--- config.mk ---
export PLATFORM = sky130hd
export DESIGN_NAME = fp_to_int
export DESIGN_NICKNAME = d
export VERILOG_FILES = /design/src/rtl/fp_pkg.sv /design/src/rtl/fp_round_sat.sv /design/src/rtl/fp_to_int.sv
export SDC_FILE = /design/constraint.sdc
export NUM_CORES = 1
export LEC_CHECK = 0
export BUFFER_PORTS_ARGS = -buffer_cell sky130_fd_sc_hd__buf_4
export CORE_MARGIN = 2
export CORE_UTILIZATION = 44
export CTS_BUF_LIST = sky130_fd_sc_hd__clkbuf_4
export DETAILED_ROUTE_END_ITERATION = 6
export GPL_TIMING_DRIVEN = 0
export PLACE_DENSITY = 0.68
export SLEW_MARGIN = 10
export SYNTH_ARGS = -nofsm -noshare
export SYNTH_HDL_FRONTEND = slang
export SYNTH_HIERARCHICAL = 1
export SYNTH_SLANG_ARGS = --single-unit
--- constraint.sdc ---
create_clock -name control -period 3.55 [get_ports control]
set_input_delay 0.71 -clock control [delete_from_list [all_inputs] [get_ports control]]
set_output_delay 0.71 -clock control [all_outputs]
set_load 0.05 [all_outputs]
--- src/rtl/fp_pkg.sv ---
// rtl/fp_pkg.sv - shared constants, field positions and state encoding for fp_to_int
package fp_pkg;
    localparam int EXP_BIAS = 127;
    localparam logic [7:0] EXP_INF = 8'hFF;

    localparam int SIGN_BIT = 31;
    localparam int EXP_MSB  = 30;
    localparam int EXP_LSB  = 23;
    localparam int FRAC_MSB = 22;

    localparam logic [31:0] INT32_MAX    = 32'h7FFF_FFFF;
    localparam logic [31:0] INT32_MIN    = 32'h8000_0000;
    localparam logic [31:0] UINT32_MAX   = 32'hFFFF_FFFF;
    localparam logic [31:0] FP_INT32_MIN = 32'hCF00_0000;

    typedef enum logic [1:0] {
        ST_IDLE,
        ST_SHIFT,
        ST_ROUND
    } state_t;

    // Operand classes resolved at capture time; the shift datapath is bypassed for them.
    typedef struct packed {
        logic nan;
        logic inf;
        logic tiny;
        logic tiny_nz;
        logic ovf;
        logic minint;
    } special_t;
endpackage

--- src/rtl/fp_round_sat.sv ---
// rtl/fp_round_sat.sv - combinational round, negate and saturate stage of fp_to_int
// Optional: ROUND_NEAREST_EN selects round-to-nearest-even instead of truncation.
module fp_round_sat
    import fp_pkg::*;
(
    input  logic [55:0] i_w,
    input  logic        i_s,
    input  logic        i_is_signed,
    input  special_t    i_sp,
    output logic [31:0] o_val,
    output logic        o_exc,
    output logic        o_inexact
);
    logic [31:0] w_mag;
    logic        w_inx;

    assign w_inx = |i_w[23:0];
`ifdef ROUND_NEAREST_EN
    // Increment only reaches here for e<23, so it never carries past bit 31.
    assign w_mag = i_w[55:24] + {31'b0, i_w[23] & ((|i_w[22:0]) | i_w[24])};
`else
    assign w_mag = i_w[55:24];
`endif

    always_comb begin
        o_val     = '0;
        o_exc     = 1'b0;
        o_inexact = 1'b0;
        if (i_sp.nan) begin
            o_val = i_is_signed ? INT32_MAX : UINT32_MAX;
            o_exc = 1'b1;
        end else if (i_sp.inf || (i_sp.ovf && !i_sp.minint)) begin
            if (i_is_signed) o_val = i_s ? INT32_MIN : INT32_MAX;
            else             o_val = i_s ? 32'd0 : UINT32_MAX;
            o_exc = 1'b1;
        end else if (i_sp.minint) begin
            o_val = INT32_MIN;
        end else if (i_sp.tiny) begin
            o_inexact = i_sp.tiny_nz;
        end else begin
            o_inexact = w_inx;
            if (i_is_signed) begin
                o_val = i_s ? (~w_mag + 32'd1) : w_mag;
            end else if (i_s && (w_mag != 32'd0)) begin
                o_exc = 1'b1;
            end else begin
                o_val = w_mag;
            end
        end
    end
endmodule

--- src/rtl/fp_to_int.sv ---
// rtl/fp_to_int.sv - iterative IEEE 754 single to int32/uint32 converter with start/done handshake
// Optional: ROUND_NEAREST_EN (handled inside fp_round_sat).
module fp_to_int
    import fp_pkg::*;
#(
    parameter int INT_W = 32
) (
    input  logic             control,
    input  logic             reset,
    input  logic             start,
    input  logic [31:0]      A,
    input  logic             is_signed,
    output logic [INT_W-1:0] out,
    output logic             busy,
    output logic             done,
    output logic             exception,
    output logic             inexact
);
    state_t      r_state, w_next;
    logic [55:0] r_w, w_wload;
    logic [4:0]  r_k, w_kload;
    logic        r_s, r_is_signed;
    special_t    r_sp, w_sp;
    logic [8:0]  w_e;
    logic [INT_W-1:0] r_out;
    logic        r_busy, r_done, r_exc, r_inx;
    logic [31:0] w_val;
    logic        w_exc, w_inx;

    assign w_e = {1'b0, A[EXP_MSB:EXP_LSB]} - 9'(EXP_BIAS);

    always_comb begin
        w_sp    = '0;
        w_wload = '0;
        w_kload = '0;
        if (A[EXP_MSB:EXP_LSB] == EXP_INF) begin
            w_sp.nan = |A[FRAC_MSB:0];
            w_sp.inf = ~|A[FRAC_MSB:0];
        end else if (A[EXP_MSB:EXP_LSB] == 8'd0 || $signed(w_e) <= -9'sd2) begin
            w_sp.tiny    = 1'b1;
            w_sp.tiny_nz = |A[EXP_MSB:0];
        end else if ($signed(w_e) == -9'sd1) begin
            w_wload = {32'b0, 1'b1, A[FRAC_MSB:0]};
        end else if ((is_signed && $signed(w_e) >= 9'sd31) ||
                     (!is_signed && $signed(w_e) >= 9'sd32)) begin
            w_sp.ovf    = 1'b1;
            w_sp.minint = is_signed && (A == FP_INT32_MIN);
        end else begin
            // Leading one sits at bit 24 so that e left shifts align it to 2^e.
            w_wload = {31'b0, 1'b1, A[FRAC_MSB:0], 1'b0};
            w_kload = w_e[4:0];
        end
    end

    always_ff @(posedge control or posedge reset) begin
        if (reset) r_state <= ST_IDLE;
        else       r_state <= w_next;
    end

    always_comb begin
        w_next = r_state;
        case (r_state)
            ST_IDLE:  if (start) w_next = ST_SHIFT;
            ST_SHIFT: if (r_k == 5'd0) w_next = ST_ROUND;
            ST_ROUND: w_next = ST_IDLE;
            default:  w_next = ST_IDLE;
        endcase
    end

    always_ff @(posedge control or posedge reset) begin
        if (reset) begin
            r_w         <= '0;
            r_k         <= '0;
            r_s         <= 1'b0;
            r_is_signed <= 1'b0;
            r_sp        <= '0;
            r_out       <= '0;
            r_busy      <= 1'b0;
            r_done      <= 1'b0;
            r_exc       <= 1'b0;
            r_inx       <= 1'b0;
        end else begin
            r_done <= 1'b0;
            case (r_state)
                ST_IDLE: if (start) begin
                    r_w         <= w_wload;
                    r_k         <= w_kload;
                    r_s         <= A[SIGN_BIT];
                    r_is_signed <= is_signed;
                    r_sp        <= w_sp;
                    r_busy      <= 1'b1;
                end
                ST_SHIFT: if (r_k != 5'd0) begin
                    r_w <= r_w << 1;
                    r_k <= r_k - 5'd1;
                end
                ST_ROUND: begin
                    r_out  <= w_val;
                    r_exc  <= w_exc;
                    r_inx  <= w_inx;
                    r_done <= 1'b1;
                    r_busy <= 1'b0;
                end
                default: ;
            endcase
        end
    end

    fp_round_sat u_round_sat (
        .i_w         (r_w),
        .i_s         (r_s),
        .i_is_signed (r_is_signed),
        .i_sp        (r_sp),
        .o_val       (w_val),
        .o_exc       (w_exc),
        .o_inexact   (w_inx)
    );

    assign out       = r_out;
    assign busy      = r_busy;
    assign done      = r_done;
    assign exception = r_exc;
    assign inexact   = r_inx;
endmodule
==> flow_summary.ini, run 1 <==
[final_layout]
final_area_mm2 = 0.00760
seqCellArea_mm2 = 0.00268
finalNonFillerCells = 1006
multi_input_area_mm2 = 0.00364
layout_common_cells = 138 x nand2_1, 107 x dfrtp_1, 70 x buf_4, 48 x o21ai_0, 41 x nor2_1
layout_commonest_cell = nand2_1
synthToLayoutAreaGrowth_pct = 14.0
final_nets = 862
fillers = 1362
drive_above_1_share_pct = 21.0
num_antenna_cells = 0

[flow_run]
maxCapViolCount = 0

[worst_setup_path]
path_class = flip-flop to flip-flop
worst-r2r-setup-slack_ps = 690
reg2reg_depth = 9
cp_data_arrival_time_ps = 3300
reg2reg_from = r_w[24]$_DFFE_PP0P_
critPathCapture = out[18]$_DFFE_PP0P_
r2r_end = out[18]$_DFFE_PP0P_
crit_slowest_cell = or4_4
cpPeakStageDelay_ps = 530
critPathMaxFanout = 10
crit_path_end_kind = flip-flop
start_kind = flip-flop
worstSetupStartpoint = r_w[24]$_DFFE_PP0P_
crit_required_ps = 3990
path_cells = inv_1 > ha_1 > nor4b_2 > nand4_2 > or4_4 > a21oi_4 > buf_6 > a311o_1 > mux2_2

[routing]
via_count = 6152
drt_wl_total_um = 17900
first_iter_violations = 686
vias_per_cell = 6.12
antenna_left = 0
drc_errors = 0
wl_per_cell_um = 17.8
firstDrtPassIters = 7

[synthesis]
async_flop_share_pct = 100
ys_ff_latch = 107
synth_ff_type = dfrtp_1
synth-compound-area-share_pct = 24.1
synth_fp_nets = 783
synth_mux_area_share_pct = 5.89
netlist_area_mm2 = 0.00667
synth_edf_count = 0
yosysWarnings = 6
ys_types = 72
synthCells = 738
yosys.area_share.simple_pct = 22.4
synthAdderAreaFrac_pct = 1.69
synth_xor_area_share_pct = 0.394
syn_avg_cell_area_um2 = 9.03
synth_top_family_by_area = compound AO/OA/AOI/OAI gates
yosysSeqAreaShare_pct = 40.2

[hold_path]
hold_path.class = primary input to async pin

[clocking]
cts_setup_buffers = 0
cts_sinks = 107
numCtsBuffers = 9
h-tree-depth = 3
cts_hold_buf = 0
root_buffer = clkbuf_4
clockBufferDepth = 2
tritoncts = built
cts.repair.resized = 0
path_clk_slew_ps = 160
clk-insertion-delay-late_ps = 500

[grt]
antenna_found_initial = 0
grt_max_degree = 80
top_usage_layer = met2
gr-usage-met3_pct = 4.31
grt_first_pass_wirelength_um = 29900
grt_pass1_vias = 5869
overflow = 0
use_met1_pct = 31.4
track_usage_pct = 22.6
met2_usage_pct = 36.4

[sta]
finalCritPeriodShare_pct = 80.7
setup_viol = 0
rsz0062_at_grt = no
finalMaxSlewViolations = 0
max_slew_margin_pct = 41.7
fmax_ghz = 0.349
worstMarginPinSlew_ps = 867
finClkSkew_ps = 23.2
tns_ps = 0
finalHoldViolCount = 0
hold_ws_ps = 150
finalCriticalPeriod_ps = 2860
worst_slack_ps = 686

[placement]
dpl_cell_area_mm2 = 0.00744
place_hpwl_um = 13000
dp_slack_ps = 400
finalWeightedCongestion = 0.888
dp.cells = 990
io_buffer_count = 67

[power]
pwr_density_cell_mw_per_mm2 = 814
leakagePower_nw = 3.37
ir_drop_uv = 382

[die]
die_x_um = 127
rows = 44
ios = 72
initial_utilization_pct = 45.5
fp.dieArea_mm2 = 0.0162
die_h_um = 127
coreArea_mm2 = 0.0146

[outcome]
status = finished, final reports clean
-- how the worst min path moves through the flow --
stage | from | endpoint | slack (ps)
after CTS | reset | out[0]$_DFFE_PP0P_ | 120
after floorplan | r_sp[2]$_DFFE_PP0P_ | r_sp[2]$_DFFE_PP0P_ | 450
after detailed placement | r_sp[2]$_DFFE_PP0P_ | r_sp[2]$_DFFE_PP0P_ | 480
final | reset | out[30]$_DFFE_PP0P_ | 150
after global routing | reset | out[0]$_DFFE_PP0P_ | 130
after global placement | r_sp[2]$_DFFE_PP0P_ | r_sp[2]$_DFFE_PP0P_ | 470
-- flip-flops by register name, summed over array words and instances (netlist names), 2 cells and up --
| name | flops |
|---|---|
| r_state | 2 |
| r_w | 56 |
| r_sp | 6 |
| r_k | 5 |
| out | 32 |
-- logic make-up (layout without fill, tap and decap cells) --
| group | count (synthesis) | in the layout |
|---|---|---|
| muxes | 35 | 35 |
| AOI/OAI and AO/OA | 209 | 209 |
| xor gates and xnor gates | 3 | 3 |
| and+or+nand+nor | 301 | 301 |
| DFF | 107 | 107 |
| adders and majority gates | 9 | 9 |
| buffers and inverters | 74 | 158 |
-- per-stage QoR --
stage / utilization [%] / total power [mW]
2_1_floorplan: - / 4.43
3_3_place_gp: 50.5 / 5.35
3_5_place_dp: 50.8 / 5.45
4_1_cts: 51.9 / 6.16
5_1_grt: 51.9 / 6.64
6_report: 51.9 / 6.18
-- critical path, delay by kind of cell (launching register included) --
family	cells	cell delay [ps]
compound gates	2	450
simple gates	3	1170
buf+inv	2	290
fa+ha+maj	1	250
flops	1	510
mux	1	150
-- report_power, final --
| group | switching (mW) | leakage (nW) | internal, mW |
|---|---|---|---|
| logic | 2.41 | 1.86 | 1.23 |
| clock network | 0.425 | 0.0779 | 0.282 |
| registers | 0.304 | 1.43 | 1.53 |
| total | 3.14 | 3.37 | 3.04 |
-- metal layers --
metal / vias to the layer above / share of wire, %
met3: 26 / 6.0
met2: 237 / 48
li1: 2910 / -
met4: 0 / 1.5
met1: 2979 / 44
met5: - / 0
-- final cells by class --
cell class | instances | share of cell area, %
well taps | 184 | 3.03
clock buffers | 9 | 0.889
clock inverters | 7 | 1.22
repair buffers | 68 | 6.98
inverters | 17 | 0.905
flip-flops and latches | 107 | 35.2
plain buffers | 57 | 3.87
multi-input cells | 557 | 47.9
-- cells in the mapped netlist, types with 5 or more instances --
| cell | count | area share, % |
|---|---|---|
| buf_2 | 7 | 0.53 |
| buf_6 | 8 | 1.4 |
| nor4_1 | 17 | 1.6 |
| nor2_1 | 41 | 2.3 |
| a211oi_1 | 23 | 2.6 |
| dfrtp_1 | 107 | 40 |
| inv_1 | 17 | 0.96 |
| o21ai_0 | 48 | 3.6 |
| clkbuf_1 | 33 | 1.9 |
| nand3_1 | 15 | 1.1 |
| a21o_1 | 5 | 0.56 |
| or3_1 | 11 | 1.0 |
| mux2_2 | 34 | 5.7 |
| o211ai_2 | 10 | 1.9 |
| o31ai_1 | 11 | 1.2 |
| buf_1 | 6 | 0.34 |
| nand2_1 | 138 | 7.8 |
| nor3_1 | 31 | 2.3 |
| a221oi_1 | 21 | 2.8 |
| o31ai_2 | 5 | 0.94 |
| a21oi_1 | 32 | 2.4 |
| ha_1 | 9 | 1.7 |
| nand4_1 | 7 | 0.66 |
| a311o_1 | 20 | 3.0 |
Note: power is estimated with default switching activity, not from simulation.
==> run 2, diff against run 1 <==
- PLACE_DENSITY: 0.68 -> 0.66
- clock period: 3.55 -> 2.7 ns (I/O delays scaled with it)
==> run 2 against run 1 <==
Clock power is 13% higher. Hold slack worse by 7.9 ps. Final area is 1.0% higher. Core utilization is 0.54 points higher. Cell count hardly changed. Clock-buffer cell count is 1 higher. Register-to-register slack worse by 610 ps. Non-clock buffer count is 3 higher. Total power is 31% higher. First-iteration DRC count is 27% lower. Sequential share of layout area is 0.33 points lower. Sequential cell count stayed put. Largest power group unchanged.
==> flow_summary.ini, run 2 (same netlist as run 1, synthesis figures left out) <==
[worst_setup_path]
path_class = flip-flop to flip-flop
reg2reg_from = r_w[38]$_DFFE_PP0P_
critPathCapture = out[21]$_DFFE_PP0P_
cp_data_arrival_time_ps = 3010
crit_path_end_kind = flip-flop
r2r_end = out[21]$_DFFE_PP0P_
critPathMaxFanout = 8
worstSetupStartpoint = r_w[38]$_DFFE_PP0P_
start_kind = flip-flop
reg2reg_depth = 6
worst-r2r-setup-slack_ps = 80
crit_required_ps = 3090

[power]
leakagePower_nw = 3.43
ir_drop_uv = 442
power_mw = 8.11
pwr_density_cell_mw_per_mm2 = 1060

[final_layout]
layout_common_cells = 138 x nand2_1, 105 x dfrtp_1, 72 x buf_4, 48 x o21ai_0, 40 x nor2_1
layout_commonest_cell = nand2_1
multi_input_area_mm2 = 0.00369
drive_above_1_share_pct = 22.7
synthToLayoutAreaGrowth_pct = 15.2
finalNonFillerCells = 1007
regMostFlops = r_w
fillers = 1386
final_area_mm2 = 0.00768
seqCellArea_mm2 = 0.00268
largest_reg_flops = 56
num_antenna_cells = 0
final_nets = 865

[hold_path]
hold_path.class = primary input to async pin

[routing]
vias_per_cell = 6.09
drt_wl_total_um = 17900
first_iter_violations = 499
antenna_left = 0
via_count = 6128
firstDrtPassIters = 5
drc_errors = 0
wl_per_cell_um = 17.8

[clocking]
path_clk_slew_ps = 160
tritoncts = built
clockBufferDepth = 2
numCtsBuffers = 9
cts_sinks = 107
clk-insertion-delay-late_ps = 500
h-tree-depth = 3
root_buffer = clkbuf_4

[grt]
overflow = 0
grt_pass1_vias = 5995
grt_max_degree = 38
track_usage_pct = 22.6
antenna_found_initial = 0
grt_first_pass_wirelength_um = 29600

[flow_run]
maxCapViolCount = 0

[sta]
finalCriticalPeriod_ps = 2620
worstMarginPinSlew_ps = 878
setup_viol = 0
finalHoldViolCount = 0
finalCritPeriodShare_pct = 97.0
max_slew_margin_pct = 41.0
finalMaxSlewViolations = 0
fmax_ghz = 0.382
finClkSkew_ps = 20.7

[placement]
finalWeightedCongestion = 0.866
dp.cells = 992
io_buffer_count = 67
place_hpwl_um = 13200
dpl_cell_area_mm2 = 0.00749

[die]
rows = 44
die_h_um = 127
initial_utilization_pct = 45.5
fp.dieArea_mm2 = 0.0162
die_x_um = 127
ios = 72
coreArea_mm2 = 0.0146

[outcome]
status = finished, final reports clean
[run 2: worst max-delay path, stage by stage (launching register included)]
cell,delay (ps)
dfrtp_1,520
or4_1,630
or4_1,450
o31ai_2,230
nor3_1,70
a311o_1,360
mux2_2,270
[run 2: routing by layer]
metal / global-route usage (%) / up-vias / part of all wire [%]
met3: 4.56 / 32 / 5.1
met1: 29.0 / 2967 / 44
met5: 0 / - / 0
met4: 8.73 / 0 / 2.4
met2: 37.8 / 211 / 48
li1: - / 2918 / -
[run 2: cell type report]
cell class	count	area share (%)
timing repair buffer	72	7.72
tap	184	3.00
multi-input combinational	557	48.1
buffer	56	3.89
sequential	107	34.9
clock inverter	4	0.570
inverter	17	0.880
clock buffer	10	0.978
[run 2: repair_timing]
item / CTS / global route
pin swaps: 0 / 2
hold endpoints to repair: 0 / 0
resized for setup: 2 / 16
hold buffers: 0 / 0
endpoints found under the setup margin: 32 / 63
buffers inserted: 1 / 1
[run 2: how the worst min path moves through the flow]
stage	startpoint	end	slack (ps)	cells past startpoint
6_report	reset	r_w[6]$_DFFE_PP0P_	140	2
5_1_grt	reset	r_k[0]$_DFFE_PP0P_	150	2
4_1_cts	reset	r_w[6]$_DFFE_PP0P_	120	2
3_5_place_dp	r_sp[2]$_DFFE_PP0P_	r_sp[2]$_DFFE_PP0P_	480	2
3_3_place_gp	r_sp[2]$_DFFE_PP0P_	r_sp[2]$_DFFE_PP0P_	480	2
2_1_floorplan	r_sp[2]$_DFFE_PP0P_	r_sp[2]$_DFFE_PP0P_	450	2
[run 2: power breakdown]
part           switching, mW  internal, mW
clock                  0.524         0.278
combinational           3.19          1.69
sequential             0.408          2.02
[run 2: through the flow]
step / setup WS (ps) / TNS [ps] / util [%] / hold slack [ps]
floorplan: 112 / 0 / - / 451
global placement: -208 / -4240 / 50.6 / 481
detailed placement: -244 / -6020 / 51.1 / 484
CTS: 48.0 / 0 / 52.1 / 119
global route: -8.03 / -11.0 / 52.4 / 150
finish: 80.5 / 0 / 52.4 / 142
